File: src/rtl/blinker_pkg.sv
// Shared definitions for the multi-channel status blinker: channel modes,
// burst sequencer states and small helpers used by the channel logic.
package blinker_pkg;

    localparam logic [1:0] MODE_OFF   = 2'd0;
    localparam logic [1:0] MODE_ON    = 2'd1;
    localparam logic [1:0] MODE_BLINK = 2'd2;
    localparam logic [1:0] MODE_BURST = 2'd3;

    typedef enum logic [1:0] {
        B_ON  = 2'd0,
        B_OFF = 2'd1,
        B_GAP = 2'd2
    } burst_state_t;

    // A half-period of zero ticks is meaningless; treat it as one tick.
    function automatic int unsigned eff_half(input int unsigned half);
        return (half == 0) ? 1 : half;
    endfunction

    // LED level a channel shows right after (re)starting in the given mode.
    function automatic logic start_led(input logic [1:0] mode, input logic cnt_nz);
        logic v;
        v = 1'b0;
        case (mode)
            MODE_ON:    v = 1'b1;
            MODE_BURST: v = cnt_nz;
            default:    v = 1'b0;
        endcase
        return v;
    endfunction

endpackage

File: src/rtl/tick_prescaler.sv
// Shared prescaler: divides the system clock by DIV and emits a registered
// one-cycle tick on each wrap. Low enable freezes the count.
module tick_prescaler #(
    parameter int unsigned DIV = 100_000
) (
    input  logic i_clk,
    input  logic i_rst,
    input  logic i_enable,
    output logic o_tick
);
    localparam int unsigned CW = (DIV > 2) ? $clog2(DIV) : 1;

    logic [CW-1:0] r_cnt;
    logic          r_tick;

    // Count 0..DIV-1 while enabled; tick is high the cycle after the wrap.
    always_ff @(posedge i_clk) begin
        if (i_rst) begin
            r_cnt  <= '0;
            r_tick <= 1'b0;
        end else if (i_enable) begin
            if (r_cnt == CW'(DIV - 1)) begin
                r_cnt  <= '0;
                r_tick <= 1'b1;
            end else begin
                r_cnt  <= r_cnt + CW'(1);
                r_tick <= 1'b0;
            end
        end else begin
            r_tick <= 1'b0;
        end
    end

    assign o_tick = r_tick;

endmodule

File: src/rtl/multi_status_blinker.sv
// Multi-channel status LED driver. Each channel is OFF, ON, BLINK or BURST
// with a run-time half-period, all paced by one shared prescaler tick.
// Optional BLINKER_SYNC_EN adds i_sync_req to realign every channel's phase.
module multi_status_blinker
    import blinker_pkg::*;
#(
    parameter int unsigned CLK_HZ     = 100_000_000,
    parameter int unsigned TICK_HZ    = 1000,
    parameter int unsigned NUM_CH     = 4,
    parameter int unsigned HALF_W     = 12,
    parameter int unsigned CNT_W      = 4,
    parameter int unsigned GAP_HALVES = 4,
    parameter int unsigned RST_HALF   = 500
) (
`ifdef BLINKER_SYNC_EN
    input  logic                                       i_sync_req,
`endif
    input  logic                                       i_clk,
    input  logic                                       i_rst,
    input  logic                                       i_enable,
    input  logic                                       i_cfg_we,
    input  logic [((NUM_CH > 1) ? $clog2(NUM_CH) : 1)-1:0] i_cfg_ch,
    input  logic [1:0]                                 i_cfg_mode,
    input  logic [HALF_W-1:0]                          i_cfg_half,
    input  logic [CNT_W-1:0]                           i_cfg_count,
    output logic [NUM_CH-1:0]                          o_led_out,
    output logic                                       o_tick_out
);
    localparam int unsigned DIV   = CLK_HZ / TICK_HZ;
    localparam int unsigned CH_W  = (NUM_CH > 1) ? $clog2(NUM_CH) : 1;
    localparam int unsigned GAP_W = $clog2(GAP_HALVES + 1);
    localparam logic [HALF_W-1:0] RST_HALF_EFF = HALF_W'(eff_half(RST_HALF));

    logic w_sync;
    logic w_pre_rst;
    logic w_pre_tick;
    logic w_tick;

`ifdef BLINKER_SYNC_EN
    assign w_sync = i_sync_req;
`else
    assign w_sync = 1'b0;
`endif

    // A sync pulse restarts the prescaler exactly like a reset would.
    assign w_pre_rst = i_rst | w_sync;
    assign w_tick    = w_pre_tick & i_enable;
    assign o_tick_out = w_pre_tick;

    tick_prescaler #(
        .DIV(DIV)
    ) u_prescaler (
        .i_clk   (i_clk),
        .i_rst   (w_pre_rst),
        .i_enable(i_enable),
        .o_tick  (w_pre_tick)
    );

    for (genvar g = 0; g < NUM_CH; g++) begin : g_ch
        logic [1:0]        r_mode;
        logic [HALF_W-1:0] r_half;
        logic [HALF_W-1:0] r_phase;
        logic [CNT_W-1:0]  r_count;
        logic [CNT_W-1:0]  r_bcnt;
        logic [GAP_W-1:0]  r_gap;
        burst_state_t      r_state;
        logic              r_led;
        logic              w_wr;
        logic              w_half_evt;

        assign w_wr       = i_cfg_we && (i_cfg_ch == CH_W'(g));
        assign w_half_evt = w_tick && (r_phase == r_half - HALF_W'(1));

        // Channel state: config write beats sync, which beats the tick.
        always_ff @(posedge i_clk) begin
            if (i_rst) begin
                r_mode  <= (g == 0) ? MODE_BLINK : MODE_OFF;
                r_half  <= (g == 0) ? RST_HALF_EFF : HALF_W'(1);
                r_count <= '0;
                r_phase <= '0;
                r_bcnt  <= '0;
                r_gap   <= '0;
                r_state <= B_ON;
                r_led   <= 1'b0;
            end else if (w_wr) begin
                r_mode  <= i_cfg_mode;
                r_half  <= HALF_W'(eff_half(32'(i_cfg_half)));
                r_count <= i_cfg_count;
                r_phase <= '0;
                r_bcnt  <= '0;
                r_gap   <= '0;
                r_state <= B_ON;
                r_led   <= start_led(i_cfg_mode, i_cfg_count != '0);
            end else if (w_sync) begin
                r_phase <= '0;
                r_bcnt  <= '0;
                r_gap   <= '0;
                r_state <= B_ON;
                r_led   <= start_led(r_mode, r_count != '0);
            end else if (w_tick) begin
                r_phase <= w_half_evt ? '0 : r_phase + HALF_W'(1);
                if (w_half_evt) begin
                    case (r_mode)
                        MODE_BLINK: r_led <= ~r_led;
                        MODE_BURST: begin
                            // A zero blink count parks the channel dark.
                            if (r_count != '0) begin
                                case (r_state)
                                    B_ON: begin
                                        r_state <= B_OFF;
                                        r_led   <= 1'b0;
                                    end
                                    B_OFF: begin
                                        if (r_bcnt == r_count - CNT_W'(1)) begin
                                            r_bcnt  <= '0;
                                            r_state <= B_GAP;
                                            r_led   <= 1'b0;
                                        end else begin
                                            r_bcnt  <= r_bcnt + CNT_W'(1);
                                            r_state <= B_ON;
                                            r_led   <= 1'b1;
                                        end
                                    end
                                    B_GAP: begin
                                        if (r_gap == GAP_W'(GAP_HALVES - 1)) begin
                                            r_gap   <= '0;
                                            r_state <= B_ON;
                                            r_led   <= 1'b1;
                                        end else begin
                                            r_gap <= r_gap + GAP_W'(1);
                                        end
                                    end
                                    default: r_state <= B_ON;
                                endcase
                            end
                        end
                        default: ;
                    endcase
                end
            end
        end

        assign o_led_out[g] = r_led;
    end

endmodule
File: config.mk
export PLATFORM = sky130hd
export DESIGN_NAME = multi_status_blinker
export DESIGN_NICKNAME = d
export VERILOG_FILES = /design/src/rtl/blinker_pkg.sv /design/src/rtl/tick_prescaler.sv /design/src/rtl/multi_status_blinker.sv
export SDC_FILE = /design/constraint.sdc
export NUM_CORES = 1
export LEC_CHECK = 0
export BUFFER_PORTS_ARGS = -buffer_cell sky130_fd_sc_hd__buf_2
export CORE_MARGIN = 2
export CORE_UTILIZATION = 45
export CTS_BUF_LIST = sky130_fd_sc_hd__clkbuf_8
export DETAILED_ROUTE_END_ITERATION = 7
export GPL_TIMING_DRIVEN = 1
export PLACE_DENSITY = 0.65
export SLEW_MARGIN = 20
export SYNTH_ARGS = -nofsm -noshare
export SYNTH_HDL_FRONTEND = slang
export SYNTH_SLANG_ARGS = --single-unit
File: constraint.sdc
create_clock -name i_clk -period 3.9 [get_ports i_clk]
set_input_delay 0.78 -clock i_clk [delete_from_list [all_inputs] [get_ports i_clk]]
set_output_delay 0.78 -clock i_clk [all_outputs]
set_load 0.05 [all_outputs]
==> reports/results.tsv <==
stage	metric	value	unit
setup_path	required	4.26	ns
finish	syn_to_final_growth	8.34	%
finish	final_common_cell	dfxtp_1	
worst_hold_path	hold_path.class	register to register	
sta	fin_skew	0.0106	ns
clocking	post_cts_buffers	0	
sta	fmax	331	MHz
placed_design	dp_hpwl	16.0	mm
clocking	cts_tree	done	
sta	rsz0062_at_grt	no	
synthesis	synth_warnings	0	
sta	setup_viol	0	
placed_design	place.gp.congestion	0.842	
synthesis	synth_top_cell_by_area	dfxtp_1	
grt	grt_max_degree	46	
setup_path	crit_path_end_kind	register	
grt	antenna_found_initial	0	
sta	finalWorstSetupSlack	0.875	ns
power_and_ir_drop	ir_drop	0.227	mV
finish	num-fill-cells	2054	
grt	grt_pass1_wl	36.9	mm
route	drt_iter0_drc	437	
clocking	cts.repair.resized	0	
setup_path	crit_arrival	3.38	ns
route	drcViolationCount	0	
finish	finalNetCount	1224	
synthesis	synth_fp_nets	1215	
floorplan	die_area	22500	sq um
sta	holdWs	0.429	ns
synthesis	synth_edf_count	0	
synthesis	async_flop_share	0	%
route	ant_nets	0	
placed_design	dp_cells	1419	
finish	regArea	3560	sq um
power_and_ir_drop	switching_power	0.924	mW
route	wl	22.4	mm
route	via_per_inst	5.41	
run_status	outcome	complete, no violations	
setup_path	reg2reg_slack	0.87	ns
synthesis	synth_area	9590	sq um
finish	layout-drive-gt1-share	7.91	%
synthesis	synth_cells	1154	
setup_path	crit_type	register to register	
clocking	clock-sinks	178	
clocking	clk_latency	0.47	ns
sta	finalCriticalPeriod	3.03	ns
grt	grtUsageTotal	20.6	%
power_and_ir_drop	leakagePower	3.86	nW
synthesis	ys_seq_elements	178	
placed_design	post-place-ws	0.568	ns
floorplan	die_h	150	um
clocking	root_buffer	clkbuf_8	
power_and_ir_drop	cellPowerDensity	341	nW/um^2
sta	tightest_slew	1.00	ns
sta	hold_viol	0	
power_and_ir_drop	combPwrFrac	8.4	%
job	cap_viol_max_count	0	
clocking	numCtsBuffers	17	
finish	final_cell_area	10400	sq um
route	dr.pass1.iters	5	
setup_path	critical_path.max_fanout	8	
floorplan	start_util	45.8	%
floorplan	die_width	150	um
placed_design	placed_area	9970	sq um
synthesis	ys_seq_area_share	37.2	%
setup_path	start_kind	register	
finish	multi_input_area	5700	sq um
power_and_ir_drop	seq_power_share	53.2	%
floorplan	ios	29	
floorplan	core_area	21000	sq um
power_and_ir_drop	pwr-share-clk	38.4	%
finish	final_cell_mix	dfxtp_1 (178), nand2_1 (176), nor2_1 (122)	
grt	gr-total-overflow	0	
clocking	htree_levels	4	
clocking	clkSlewWorstSetupHoldPaths	0.09	ns
synthesis	synth_top_area_share	37.2	%
route	vias	7858	
clocking	cts_buffer_depth	2	
power_and_ir_drop	intPower	2.62	mW
synthesis	syn_area_per_cell	8.31	sq um
sta	maxSlewHeadroom	33.1	%
power_and_ir_drop	switching_share	26.1	%
grt	grt_pass1_vias	7369	
synthesis	ys.flop_type	dfxtp_1	
sta	fin_crit_sh	77.6	%
floorplan	placementRows	53	
synthesis	synth_area_leaders	dfxtp_1 (37%), nand2_1 (6.9%), xnor2_1 (6.6%), xor2_1 (5.9%), ha_1 (4.8%)	
sta	slew_violations	0	
synthesis	ys_types	74	
finish	stdcell_count	1452	
route	wl_per_cell	15.4	um
clocking	postCtsHoldBufs	0	
sta	final.setup.tns	0	ns
placed_design	portBuffers	28	
synth_stat cells, types with 5 or more instances:
master    instances
o31ai_1           5
nor4_1           12
or4_1             6
a31oi_1          11
nand3_1          47
xor2_1           65
clkbuf_1         35
ha_1             37
inv_1            41
buf_1             5
nand2_1         176
nor4b_1           5
nand4_1          27
o21ai_0          23
nand2b_1         13
nand3b_1         17
nor2b_1           9
nor3b_1           8
or3_1             7
mux2i_1          22
and4_1            6
nor2_1          123
a21oi_1          51
xnor2_1          72
a22o_1           26
nor3_1           28
and3_1           11
dfxtp_1         178
worst max-delay path: stages, from the launching register on:
cell	delay (ns)
dfxtp_1	0.47
inv_1	0.07
ha_1	0.29
nor2b_1	0.16
or3_1	0.34
a31o_2	0.27
nor4b_4	0.35
o2111ai_4	0.23
nor3b_1	0.44
mux2i_1	0.24
nor2_1	0.05
final timing paths:
| check | end | startpoint | cells after the start |
|---|---|---|---|
| max | g_ch[0].r_state[0]$_SDFFE_PP0P_ | g_ch[0].r_half[0]$_SDFFE_PP0P_ | 10 |
| max reg2reg | g_ch[0].r_state[0]$_SDFFE_PP0P_ | g_ch[0].r_half[0]$_SDFFE_PP0P_ | 10 |
| min reg2reg | g_ch[0].r_gap[2]$_SDFFE_PP0P_ | g_ch[0].r_gap[2]$_SDFFE_PP0P_ | 2 |
| min | g_ch[0].r_gap[2]$_SDFFE_PP0P_ | g_ch[0].r_gap[2]$_SDFFE_PP0P_ | 2 |
layout make-up:
class                      count  share of cell area (%)
inverter                      41                    1.48
timing repair buffer          37                    2.00
multi-input combinational    888                    54.8
tap                          275                    3.31
sequential                   178                    34.3
clock inverter                13                    1.54
clock buffer                  19                    2.52
antenna                        1                  0.0241
cells by family after synthesis:
group                    count (synthesis)  synth area share [%]
AND/OR/NAND/NOR                        524                  27.4
flip-flops                             178                  37.2
AO/OA/AOI/OAI                          166                  11.9
XOR/XNOR                               137                  12.5
adder cells (fa/ha/maj)                 37                  4.83
multiplexers                            24                  2.53
buffers and inverters                   88                  3.64
power by group through the flow:
| stage | combinational, mW | clock [mW] | sequential (mW) |
|---|---|---|---|
| 3_3_place_gp | 0.292 | 0 | 1.93 |
| 3_5_place_dp | 0.295 | 0 | 1.93 |
| 2_1_floorplan | 0.213 | 0 | 1.92 |
| 6_report | 0.298 | 1.36 | 1.89 |
| 4_1_cts | 0.297 | 1.39 | 1.89 |
| 5_1_grt | 0.329 | 1.46 | 1.89 |
metal layers:
layer  wire length (um)  vias to the layer above  global-route usage (%)
met4                405                        0                    6.46
met5                  0                        -                       0
met1              10800                     3695                    28.0
met3                834                       24                    3.26
li1                   -                     4013                       -
met2              10300                      126                    33.7
state kept, by name, indices dropped and copies added (netlist names):
signal and cells:
g_ch.r_gap 12, g_ch.r_bcnt 16, g_ch.r_led 4, g_ch.r_half 48, g_ch.r_mode 8, g_ch.r_state 8
g_ch.r_phase 48, g_ch.r_count 16, u_prescaler.o_tick 1, u_prescaler.r_cnt 17
stage by stage:
| step | power, mW | utilization, % |
|---|---|---|
| finish | 3.54 | 49.6 |
| floorplan | 2.13 | - |
| global route | 3.68 | 49.6 |
| detailed placement | 2.22 | 47.6 |
| CTS | 3.57 | 49.6 |
| global placement | 2.22 | 47.6 |
Power figures use the tool's default switching activity.
